<file path="config.mk">
export PLATFORM = sky130hd
export DESIGN_NAME = regfile_wr_sched
export DESIGN_NICKNAME = d
export VERILOG_FILES = /design/src/rtl/riscv_pkg.sv /design/src/rtl/reg_scoreboard.sv /design/src/rtl/regfile_wr_sched.sv
export SDC_FILE = /design/constraint.sdc
export NUM_CORES = 1
export LEC_CHECK = 0
export CORE_ASPECT_RATIO = 1.4
export CORE_MARGIN = 2
export CORE_UTILIZATION = 45
export DETAILED_ROUTE_END_ITERATION = 10
export PLACE_DENSITY = 0.95
export REMOVE_ABC_BUFFERS = 1
export SLEW_MARGIN = 15
export SYNTH_ARGS = -nofsm -noshare
export SYNTH_HDL_FRONTEND = slang
export SYNTH_SLANG_ARGS = --single-unit
</file>
<file path="constraint.sdc">
create_clock -name clk -period 6.2 [get_ports clk]
set_clock_uncertainty 0.05 [all_clocks]
set_input_delay 1.24 -clock clk [delete_from_list [all_inputs] [get_ports clk]]
set_output_delay 1.24 -clock clk [all_outputs]
set_load 0.02 [all_outputs]
</file>
<file path="src/rtl/riscv_pkg.sv">
// Shared core definitions: register-file geometry and write-port source tags.
package riscv_pkg;

    localparam int XLEN       = 32;
    localparam int REG_ADDR_W = 5;
    localparam int NREG       = 32;

    typedef logic [REG_ADDR_W-1:0] reg_addr_t;

    localparam reg_addr_t REG_ZERO = '0;

    typedef enum logic [1:0] {
        SRC_NONE,
        SRC_WB,
        SRC_LU
    } wr_src_e;

    // x0 is hardwired, so writes/issues targeting it carry no effect
    function automatic logic is_live(input reg_addr_t rd);
        return rd != REG_ZERO;
    endfunction

endpackage

</file>
<file path="src/rtl/reg_scoreboard.sv">
// Busy-bit scoreboard for registers awaiting a long-latency write.
module reg_scoreboard
    import riscv_pkg::*;
#(
    parameter int NREG_P = NREG
) (
    input  logic      clk,
    input  logic      rst,
    input  logic      set_en,
    input  reg_addr_t set_rd,
    input  logic      clr_en,
    input  reg_addr_t clr_rd,
    input  reg_addr_t rs1,
    input  reg_addr_t rs2,
    input  reg_addr_t rd,
    output logic      rs1_busy,
    output logic      rs2_busy,
    output logic      rd_busy,
    output logic      dbl_issue
);

    logic [NREG_P-1:0] busy_q;
    logic [NREG_P-1:0] busy_d;

    // clear first so a same-cycle reissue of the register wins
    always_comb begin
        busy_d = busy_q;
        if (clr_en)
            busy_d[clr_rd] = 1'b0;
        if (set_en && is_live(set_rd))
            busy_d[set_rd] = 1'b1;
        busy_d[0] = 1'b0;
    end

    always_ff @(posedge clk or posedge rst) begin
        if (rst)
            busy_q <= '0;
        else
            busy_q <= busy_d;
    end

    assign rs1_busy  = busy_q[rs1];
    assign rs2_busy  = busy_q[rs2];
    assign rd_busy   = busy_q[rd];
    assign dbl_issue = set_en && is_live(set_rd) && busy_q[set_rd];

endmodule

</file>
<file path="src/rtl/regfile_wr_sched.sv">
// Register-file write-port arbiter (WB vs long-latency unit) with hazard
// scoreboard and a starvation guard that requests WB bubbles.
module regfile_wr_sched
    import riscv_pkg::*;
#(
    parameter int XLEN_P   = XLEN,
    parameter int NREG_P   = NREG,
    parameter int MAX_WAIT = 4
) (
    input  logic              clk,
    input  logic              rst,
    input  logic              wb_valid,
    input  reg_addr_t         wb_rd,
    input  logic [XLEN_P-1:0] wb_data,
    input  logic              lu_valid,
    output logic              lu_ready,
    input  reg_addr_t         lu_rd,
    input  logic [XLEN_P-1:0] lu_data,
    input  logic              iss_valid,
    input  reg_addr_t         iss_rd,
    input  reg_addr_t         dec_rs1,
    input  logic              dec_rs1_en,
    input  reg_addr_t         dec_rs2,
    input  logic              dec_rs2_en,
    input  reg_addr_t         dec_rd,
    input  logic              dec_rd_en,
    output logic              hz_stall,
    output logic              wb_hold,
    output logic              rf_wen,
    output reg_addr_t         rf_rd,
    output logic [XLEN_P-1:0] rf_wd,
    output logic              proto_err
);

    localparam int CW = (MAX_WAIT > 1) ? $clog2(MAX_WAIT) : 1;
    localparam logic [CW-1:0] CNT_MAX = CW'(MAX_WAIT - 1);

    logic          wb_act;
    logic          lu_hs;
    logic          blocked;
    wr_src_e       src;
    logic [CW-1:0] wait_cnt;
    logic [CW-1:0] cnt_d;
    logic          hold_d;
    logic          rs1_busy;
    logic          rs2_busy;
    logic          rd_busy;
    logic          dbl_issue;

    assign wb_act   = wb_valid && is_live(wb_rd);
    assign lu_ready = !wb_act;
    assign lu_hs    = lu_valid && lu_ready;
    assign blocked  = lu_valid && !lu_ready;

    always_comb begin
        src = SRC_NONE;
        if (wb_act)
            src = SRC_WB;
        else if (lu_hs && is_live(lu_rd))
            src = SRC_LU;
    end

    always_comb begin
        rf_wen = 1'b0;
        rf_rd  = REG_ZERO;
        rf_wd  = '0;
        unique case (src)
            SRC_WB: begin
                rf_wen = 1'b1;
                rf_rd  = wb_rd;
                rf_wd  = wb_data;
            end
            SRC_LU: begin
                rf_wen = 1'b1;
                rf_rd  = lu_rd;
                rf_wd  = lu_data;
            end
            default: ;
        endcase
    end

    reg_scoreboard #(
        .NREG_P (NREG_P)
    ) u_sb (
        .clk       (clk),
        .rst       (rst),
        .set_en    (iss_valid),
        .set_rd    (iss_rd),
        .clr_en    (lu_hs),
        .clr_rd    (lu_rd),
        .rs1       (dec_rs1),
        .rs2       (dec_rs2),
        .rd        (dec_rd),
        .rs1_busy  (rs1_busy),
        .rs2_busy  (rs2_busy),
        .rd_busy   (rd_busy),
        .dbl_issue (dbl_issue)
    );

    assign hz_stall = (dec_rs1_en && rs1_busy)
                    | (dec_rs2_en && rs2_busy)
                    | (dec_rd_en  && rd_busy);

    // a WB that ignores the hold keeps the hold asserted
    always_comb begin
        cnt_d  = '0;
        hold_d = wb_hold;
        if (blocked)
            cnt_d = (wait_cnt == CNT_MAX) ? wait_cnt : wait_cnt + 1'b1;
        if (blocked && wait_cnt == CNT_MAX)
            hold_d = 1'b1;
        else if (wb_act && wb_hold)
            hold_d = 1'b1;
        else if (lu_hs || !lu_valid)
            hold_d = 1'b0;
    end

    always_ff @(posedge clk or posedge rst) begin
        if (rst) begin
            wait_cnt  <= '0;
            wb_hold   <= 1'b0;
            proto_err <= 1'b0;
        end else begin
            wait_cnt  <= cnt_d;
            wb_hold   <= hold_d;
            proto_err <= proto_err | dbl_issue | (wb_act & wb_hold);
        end
    end

endmodule

</file>
* Word level (Yosys, flattened, before mapping) *
Index checks and enable logic that the tools add are counted.

operators by class
  add/subtract/negate cells = 1
  eq/ne operators = 4
  mux-type cells = 24
  divide/modulo/power cells = 0
  bitwise gates (word level) = 8
  shift operators = 0
  order comparisons = 7
  multipliers = 0
  reduce and logical (&&, ||, !) cells = 21

operator list
  kind                                                                           count
  32-bit 2-to-1 mux                                                              2
  32-bit case mux with 2 select lines                                            1
  32-bit bitwise AND                                                             1
  32-bit NOT                                                                     1
  32-bit OR                                                                      1
  5-bit by 6-bit less-than comparator with 1-bit output (second input constant)  5
  1-bit binary-select mux with 5-bit select                                      4
  5-bit nonzero test                                                             3
  1-bit logical AND                                                              13
  1-bit demux with 5-bit select                                                  2
  5-bit by 1-bit >= comparator with 1-bit output (second input constant)         2
  1-bit 2-to-1 mux                                                               10
  5-bit case mux with 2 select lines                                             1
  2-bit 2-to-1 mux                                                               4
  2-bit == test (second input constant)                                          2
  1-bit OR                                                                       4
  3-bit nonzero test                                                             1
  2-bit by 1-bit adder with 2-bit output (second input constant)                 1
  2-bit by 1-bit == test with 1-bit output (second input constant)               1
  1-bit logical NOT                                                              2
  2-bit inequality test (second input constant)                                  1
  2-bit OR reduction                                                             1
  1-bit bitwise AND                                                              1
  1-bit logical OR                                                               1

word-level totals
  flip-flop bits (word level) = 35
  input bits = 102
  logic and storage cells = 69
  bits in latches = 0
  output and inout bits = 42
  memory bits (read-only) = 0
  memories kept = 0
  RAM bits = 0

* Longest topological paths before layout *
Gate-level depths: netlist (run 1).

  word-level depth = 10
  depth in mapped cells = 7
  gate-level depth less buffers = 6

* Cells and area by module *
Synthesis (run 1) repeated with hierarchy kept, for this count alone.

second synthesis, totals
  cells, all modules = 373
  area, all modules = 3548.4 um^2

by module, submodules not included
  module            seq. area each (um^2)  cells each  times used  area each (um^2)
  reg_scoreboard    775.7                  222         1           2407.3
  regfile_wr_sched  100.1                  151         1           1141.1

* Worst setup path after synthesis (run 1) *
OpenSTA, ideal clock, no wires.

  path kind = input to output
  start point = in wb_rd[1]
  end point = out rf_rd[0]
  stages = 5
  arrival = 2.843 ns
  slack = 2.067 ns
  path buffers = 2
  data required time = 4.910 ns
  cell sequence = or4_1 > o21a_1 > clkbuf_1 > buf_1 > o21ai_0

between the ends
  word-level cells in the longest chain between the ends = 9
  elaborated cells on any way between the ends = 10
  those cells by class = 2 x eq/ne; 3 x mux; 5 x reduce/logical

RTL lines
  element                                                                           RTL line                RTL
  from (decl)                                                                       regfile_wr_sched.sv:13  input reg_addr_t wb_rd,
  5-bit nonzero test *                                                              riscv_pkg.sv:20         return rd != REG_ZERO;
  1-bit logical AND *                                                               regfile_wr_sched.sv:50  assign wb_act = wb_valid && is_live(wb_rd);
  1-bit logical NOT                                                                 regfile_wr_sched.sv:51  assign lu_ready = !wb_act;
  1-bit logical AND                                                                 regfile_wr_sched.sv:52  assign lu_hs = lu_valid && lu_ready;
  1-bit logical AND                                                                 regfile_wr_sched.sv:59  else if (lu_hs && is_live(lu_rd))
  2-bit 2-to-1 mux                                                                  regfile_wr_sched.sv:59
  2-bit 2-to-1 mux *                                                                regfile_wr_sched.sv:57  if (wb_act)
  2-bit == test / 2-bit by 1-bit == test with 1-bit output (equally long branches)  regfile_wr_sched.sv:67  unique case (src)
  5-bit case mux with 2 select lines *                                              regfile_wr_sched.sv:67
  to (decl)                                                                         regfile_wr_sched.sv:30  output reg_addr_t rf_rd,

Every way passes the cells marked *; elsewhere a longest branch is shown, timed or not.

* Worst setup path after layout (run 1) *
  start point = in dec_rs2[0]
  end point = out hz_stall

between the ends
  word-level cells in the longest chain between the ends = 5

RTL lines
  element                                    RTL line                 RTL
  from (decl)                                regfile_wr_sched.sv:23   input reg_addr_t dec_rs2,
  1-bit binary-select mux with 5-bit select  reg_scoreboard.sv:43     assign rs2_busy = busy_q[rs2];
  1-bit 2-to-1 mux (implied by the code)     reg_scoreboard.sv:43
  1-bit logical AND                          regfile_wr_sched.sv:101  | (dec_rs2_en && rs2_busy)
  1-bit OR                                   regfile_wr_sched.sv:101
  1-bit OR                                   regfile_wr_sched.sv:102  | (dec_rd_en && rd_busy);
  to (decl)                                  regfile_wr_sched.sv:27   output logic hz_stall,

Every way passes these cells. The select of a mux whose other input is x is not followed.

==> out/summary.txt, run 1 <==
WL per Instance: 21.6 um
vias in the first global route: 3424
fin worst setup slack: 961 ps
Max stage delay on crit path: 830 ps
Via density: 6.54
Seq/Total Area, Yosys: 0.287
total negative slack: 0 ps
Post-synth EDFFs: 0
DR iter-0 viols: 248
count leader, synth: o21ai_0
hold buffer count at cts: 0
dpl hpwl: 8820 um
most frequent CP cell: clkdlybuf4s50_1
Leak: 1.76 nW
GRT overflow: 0
Fin Hold WS: 448 ps
Clock Tree Buf Depth: 2
die height: 101 um
share of cells above drive strength 1: 0.0835
Final GP Congestion: 0.938
Total Routing Usage GR: 0.301
Mapped Avg Cell Area: 9.41 um^2
Cells after Synth: 324
io pins: 144
Finished Cell Area: 4600 um^2
Routed WL: 11400 um
worst setup path endpoint: hz_stall
Root Driver: clkbuf_8
Worst path depth: 7
CP Class: in2out
first-pass GRT wire length: 17100 um
clk sink count: 35
largest net degree at the start of global routing: 39
Final min period: 5240 ps
fraction of registers with async set/reset: 1.00
fmax: 191 MHz
count of different cell masters after synthesis: 49
Setup WS pre-CTS: 978 ps
Die W: 73.6 um
CP Max Fanout: 10
Initial Util: 0.464
synth-to-layout area growth: 50.8%
drt first pass iters: 5
Yosys top cell by area: dfrtp_1
synthesized area: 3050 um^2
core area: 6570 um^2
Yosys reg bits: 35
Post-DP Area: 4480 um^2
fin crit share: 0.845
Crit Reg-Reg Endpoint: proto_err
worst path bufs/invs: 2
Final #Nets: 557
Syn. warnings: 0
# setup viols final: 0
row cnt: 35
Worst R2R Setup Slack: 4410 ps
status: finished, final reports clean
Post-CTS Setup Repair Bufs: 0
Finished Layout Cells: 529
Hold Path Stages: 2
peak supply drop: 0.000135 V
RR Startpoint: u_sb.busy_q[7]
Startpoint Class: input port
Synth top area share: 0.287
CP Data Required Time: 4910 ps
Power per Cell Area: 208 nW/um^2
unrepaired setup endpoints after global routing: no
CTS clock-pin slew for the worst setup and hold paths: 70 ps
Critical Path Sink Type: output port
Max Slew Vio Count: 0
slowest CP cell: clkdlybuf4s50_1
Critical Path AT: 3950 ps
DRC viols: 0
worst slew pin tran: 667 ps
Min-Delay Path Class: reg2reg
antenna-violating nets left: 0
worst r2r path cells: 5
Worst path top cell family by delay: buffers and inverters
initial antenna violation count: 0
CTS Buf Count: 5
Worst-Skew Late Latency: 290 ps
Final Hold Viols: 0
Port Buf Inserts: 143
Synth top cells by count: 64 x o21ai_0, 35 x dfrtp_1, 34 x a22o_1, 21 x mux2i_1, 17 x nand3_1
CTS tree: done
worst-path cell chain: clkdlybuf4s50_1 > mux4_2 > nor3b_1 > a21oi_1 > nor4bb_1 > a2111o_1 > clkdlybuf4s50_1
Top FF cell, synth: dfrtp_1
n_diodes: 0
Max Cap Viol: 0
deepest level of the CTS H-tree: 2
Gates resized, CTS repair: 0
CP startpoint: dec_rs2[0]
routed via count: 3459
Slew HR: 0.554
die area: 7460 um^2
post-placement cell count: 521
largest cells by area after synthesis: dfrtp_1 29%, mux4_2 11%, o21ai_0 11%
where the power goes:
group | total, mW | switching (mW) | leakage [nW] | internal (mW)
combinational | 0.388 | 0.168 | 1.28 | 0.219
sequential | 0.357 | 0.0799 | 0.419 | 0.277
clock | 0.212 | 0.0818 | 0.0612 | 0.130
how the worst min path moves through the flow:
stage                           start  slack (ps)          end
after detailed placement    proto_err         430    proto_err
after global placement      proto_err         430    proto_err
after CTS                   proto_err         450    proto_err
final                       proto_err         450    proto_err
after floorplan           wait_cnt[1]         440  wait_cnt[1]
after global routing        proto_err         510    proto_err
area by class of cell:
class | count | area [um^2]
Multi-Input combinational cell | 261 | 2030
Timing Repair Buffer | 147 | 1460
Clock inverter | 2 | 35.0
Tap cell | 74 | 92.6
Clock buffer | 6 | 82.6
Inverter | 4 | 15.0
Sequential cell | 35 | 876
Fill cell | 487 | 1970
through the flow:
stage	utilization	power [mW]
5_1_grt	0.700	0.995
3_3_place_gp	0.682	0.719
4_1_cts	0.700	0.949
3_5_place_dp	0.682	0.736
2_1_floorplan	-	0.533
6_report	0.700	0.957
state kept, by name, summed over array words and instances (netlist names):
register	cells
u_sb.busy_q	31
wb_hold	1
wait_cnt	2
proto_err	1
routing by layer:
| layer | up-vias | wire, um | GRT usage |
|---|---|---|---|
| li1 | 1551 | - | - |
| met1 | 1598 | 3910 | 0.329 |
| met2 | 264 | 5950 | 0.532 |
| met3 | 46 | 1040 | 0.0627 |
| met4 | 0 | 501 | 0.162 |
| met5 | - | 0 | 0 |
cell families (layout without fill, tap and decap cells):
logic type,after synthesis,in the layout,synth area share
AO/OA/AOI/OAI,124,124,0.265
XOR/XNOR,1,1,0.00287
adder cells (fa/ha/maj),1,1,0.00410
buffers and inverters,28,159,0.0455
flip-flops,35,35,0.287
multiplexers,45,45,0.228
AND/OR/NAND/NOR,90,90,0.168
cells in the final DEF, fill, tap and decap left out, types with 2 or more instances in the layout:
master / Yosys / final
nor3b_1: 3 / 3
or3b_2: 3 / 3
nor3_1: 2 / 2
nand3b_1: 11 / 11
mux2_2: 6 / 6
mux2i_1: 21 / 21
a22o_1: 34 / 34
nor2b_1: 4 / 4
nor2_1: 12 / 12
a21oi_1: 9 / 9
mux4_1: 3 / 3
nand4_1: 6 / 6
dfrtp_1: 35 / 35
nor4bb_1: 2 / 2
nand3_1: 17 / 17
nand2b_1: 6 / 6
a22oi_1: 4 / 4
or3_1: 2 / 2
o21ai_0: 64 / 64
nand2_1: 16 / 16
mux4_2: 15 / 15
clkbuf_8: 0 / 6
clkdlybuf4s50_1: 0 / 143
inv_1: 3 / 3
buf_4: 4 / 4
worst reg2reg max path, delay by kind of cell (launching register included):
family / cells / cell delay (ps)
mux: 1 / 500
compound gates: 1 / 120
flops: 1 / 430
simple gates: 3 / 570
(Power assumes the default switching activity.)
==> run 2, diff against run 1 <==
CORE_UTILIZATION = 42   (was 45)
PLACE_DENSITY = 0.9   (was 0.95)
clock period = 5.5 ns   (was 6.2 ns; I/O delays follow)
==> run 2 against run 1 <==
Critical endpoint unchanged. Sequential share of layout area is 0.093 points lower. Clock-buffer cell count is 1 lower. Flip-flop and latch count stayed put. Total power is 7.3% higher. Wire length is 3.4% higher. Design area is 0.49% higher. Highest routed layer unchanged. Register-to-register slack worse by 700 ps.
==> out/summary.txt, run 2 (synthesized netlist as in run 1, its figures left out) <==
status: finished, final reports clean (unchanged)
worst path bufs/invs: 2 (unchanged)
antenna-violating nets left: 0 (unchanged)
total negative slack: 0 ps (unchanged)
die height: 105 um (was 101 um)
Initial Util: 0.437 (was 0.464)
peak supply drop: 0.000134 V (was 0.000135 V)
Final GP Congestion: 0.879 (was 0.938)
CTS Buf Count: 5 (unchanged)
Power per Cell Area: 222 nW/um^2 (was 208 nW/um^2)
Worst-Skew Late Latency: 290 ps (about the same)
Combinational Power Share: 0.429 (was 0.405)
DRC viols: 0 (unchanged)
synth-to-layout area growth: 51.5% (was 50.8%)
Gates resized, CTS repair: 0 (unchanged)
Root Driver: clkbuf_8 (unchanged)
routed via count: 3525 (was 3459)
Routed WL: 11800 um (was 11400 um)
CP Class: in2out (unchanged)
CTS tree: done (unchanged)
CTS clock-pin slew for the worst setup and hold paths: 70 ps (about the same)
Max Slew Vio Count: 0 (unchanged)
Port Buf Inserts: 143 (unchanged)
n_diodes: 0 (unchanged)
Max Cap Viol: 0 (unchanged)
CP Max Fanout: 10 (unchanged)
deepest level of the CTS H-tree: 2 (unchanged)
Clock Tree Buf Depth: 2 (unchanged)
min-delay src: proto_err (unchanged)
first-pass GRT wire length: 18500 um (was 17100 um)
Clk pwr share: 0.176 (was 0.221)
Startpoint Class: input port (unchanged)
largest net degree at the start of global routing: 39 (unchanged)
RR Startpoint: u_sb.busy_q[7] (unchanged)
Finished Cell Area: 4620 um^2 (was 4600 um^2)
Post-DP Area: 4540 um^2 (was 4480 um^2)
CP Data Required Time: 4350 ps (was 4910 ps)
unrepaired setup endpoints after global routing: no (unchanged)
slowest CP cell: clkdlybuf4s50_1 (unchanged)
Min-Delay Path Class: reg2reg (unchanged)
fmax: 201 MHz
WL per Instance: 21.3 um (was 21.6 um)
Critical Path AT: 3830 ps (was 3950 ps)
Final #Nets: 561 (was 557)
Worst path top cell family by delay: buffers and inverters (unchanged)
Top reg by flops: u_sb.busy_q (unchanged)
DR iter-0 viols: 311 (was 248)
Final Hold Viols: 0 (unchanged)
Final min period: 4980 ps
Total Routing Usage GR: 0.294 (was 0.301)
Sw Ratio: 0.368 (was 0.345)
hold buffer count at cts: 0 (unchanged)
Die W: 76.0 um (was 73.6 um)
commonest non-fill, non-tap cell in the layout: clkdlybuf4s50_1 (unchanged)
GRT overflow: 0 (unchanged)
biggest regs: u_sb.busy_q: 31 flops, wait_cnt: 2 flops (unchanged)
# setup viols final: 0 (unchanged)
worst slew pin tran: 699 ps (was 667 ps)
Leak: 1.77 nW (was 1.76 nW)
CP startpoint: dec_rd[0] (was dec_rs2[0])
Max stage delay on crit path: 680 ps (was 830 ps)
most frequent cells in the layout: 143 x clkdlybuf4s50_1, 64 x o21ai_0, 35 x dfrtp_1 (unchanged)
worst-path cell chain: clkdlybuf4s50_1 > mux4_1 > mux2_2 > nand4_1 > nand4_1 > a2111o_1 > clkdlybuf4s50_1 (was clkdlybuf4s50_1 > mux4_2 > nor3b_1 > a21oi_1 > nor4bb_1 > a2111o_1 > clkdlybuf4s50_1)
vias in the first global route: 3761 (was 3424)
cell internal pwr: 0.649 mW (was 0.627 mW)
drt first pass iters: 6 (was 5)
row cnt: 36 (was 35)
dpl hpwl: 9220 um (was 8820 um)
Post-CTS Setup Repair Bufs: 0 (unchanged)
share of cells above drive strength 1: 0.0915 (was 0.0835)
die area: 7970 um^2 (was 7460 um^2)
clk sink count: 35 (unchanged)
sequential share of power: 0.394 (was 0.374)
Via density: 6.36 (was 6.54)
NetSw: 0.378 mW (was 0.330 mW)
Slew HR: 0.533 (was 0.554)
io pins: 144 (unchanged)
fin crit share: 0.906
initial antenna violation count: 0 (unchanged)
max reg flops: 31 (unchanged)
core area: 6980 um^2 (was 6570 um^2)
Critical Path Sink Type: output port (unchanged)
## run 2: cell count changes in the layout (fill, tap and decap cells not counted), sizes merged
cell and change:
clkinv +2, clkbuf -1, buf +4, bufinv -1
## run 2: worst min-delay path: cells and delay by family, from the launching register on
family         cells  cell delay [ps]
flip-flops         1              350
AO/OA/AOI/OAI      2              120
## run 2: area by class of cell
cell class | instances | area [um^2]
clock buffers | 5 | 68.8
clock inverters | 3 | 15.0
fillers | 560 | 2360
inverters | 4 | 15.0
multi-input cells | 261 | 2030
flip-flops and latches | 35 | 876
well taps | 95 | 119
repair buffers | 151 | 1490
## run 2: final timing paths
kind                                         to  slack, ps  cells past startpoint
worst max-delay path                   hz_stall        520                      7
worst min-delay path                  proto_err        460                      2
worst max register to register        proto_err       3710                      5
worst min register to register        proto_err        460                      2
max in group asynchronous       u_sb.busy_q[10]       3920                      3
min in group asynchronous        u_sb.busy_q[4]       1160                      3
## run 2: layer usage
layer	track usage	up-vias	wire length [um]
met5	0	-	0
met1	0.292	1658	3860
met4	0.182	0	640
met2	0.546	254	6280
met3	0.0665	54	1020
li1	-	1559	-
## run 2: through the flow
stage,setup slack [ps],utilization,hold slack [ps],power [mW],std cells
6_report,516,0.662,458,1.03,554
5_1_grt,452,0.662,496,1.07,554
4_1_cts,550,0.662,464,1.02,554
3_5_place_dp,558,0.650,422,0.836,546
3_3_place_gp,629,0.650,423,0.819,546
2_1_floorplan,808,-,443,0.601,300
## run 2: power groups by stage
stage | logic, mW | clock network [mW] | registers (mW)
2_1_floorplan | 0.241 | 0 | 0.360
3_3_place_gp | 0.421 | 0 | 0.398
3_5_place_dp | 0.434 | 0 | 0.402
4_1_cts | 0.437 | 0.181 | 0.397
5_1_grt | 0.471 | 0.191 | 0.408
6_report | 0.441 | 0.181 | 0.404
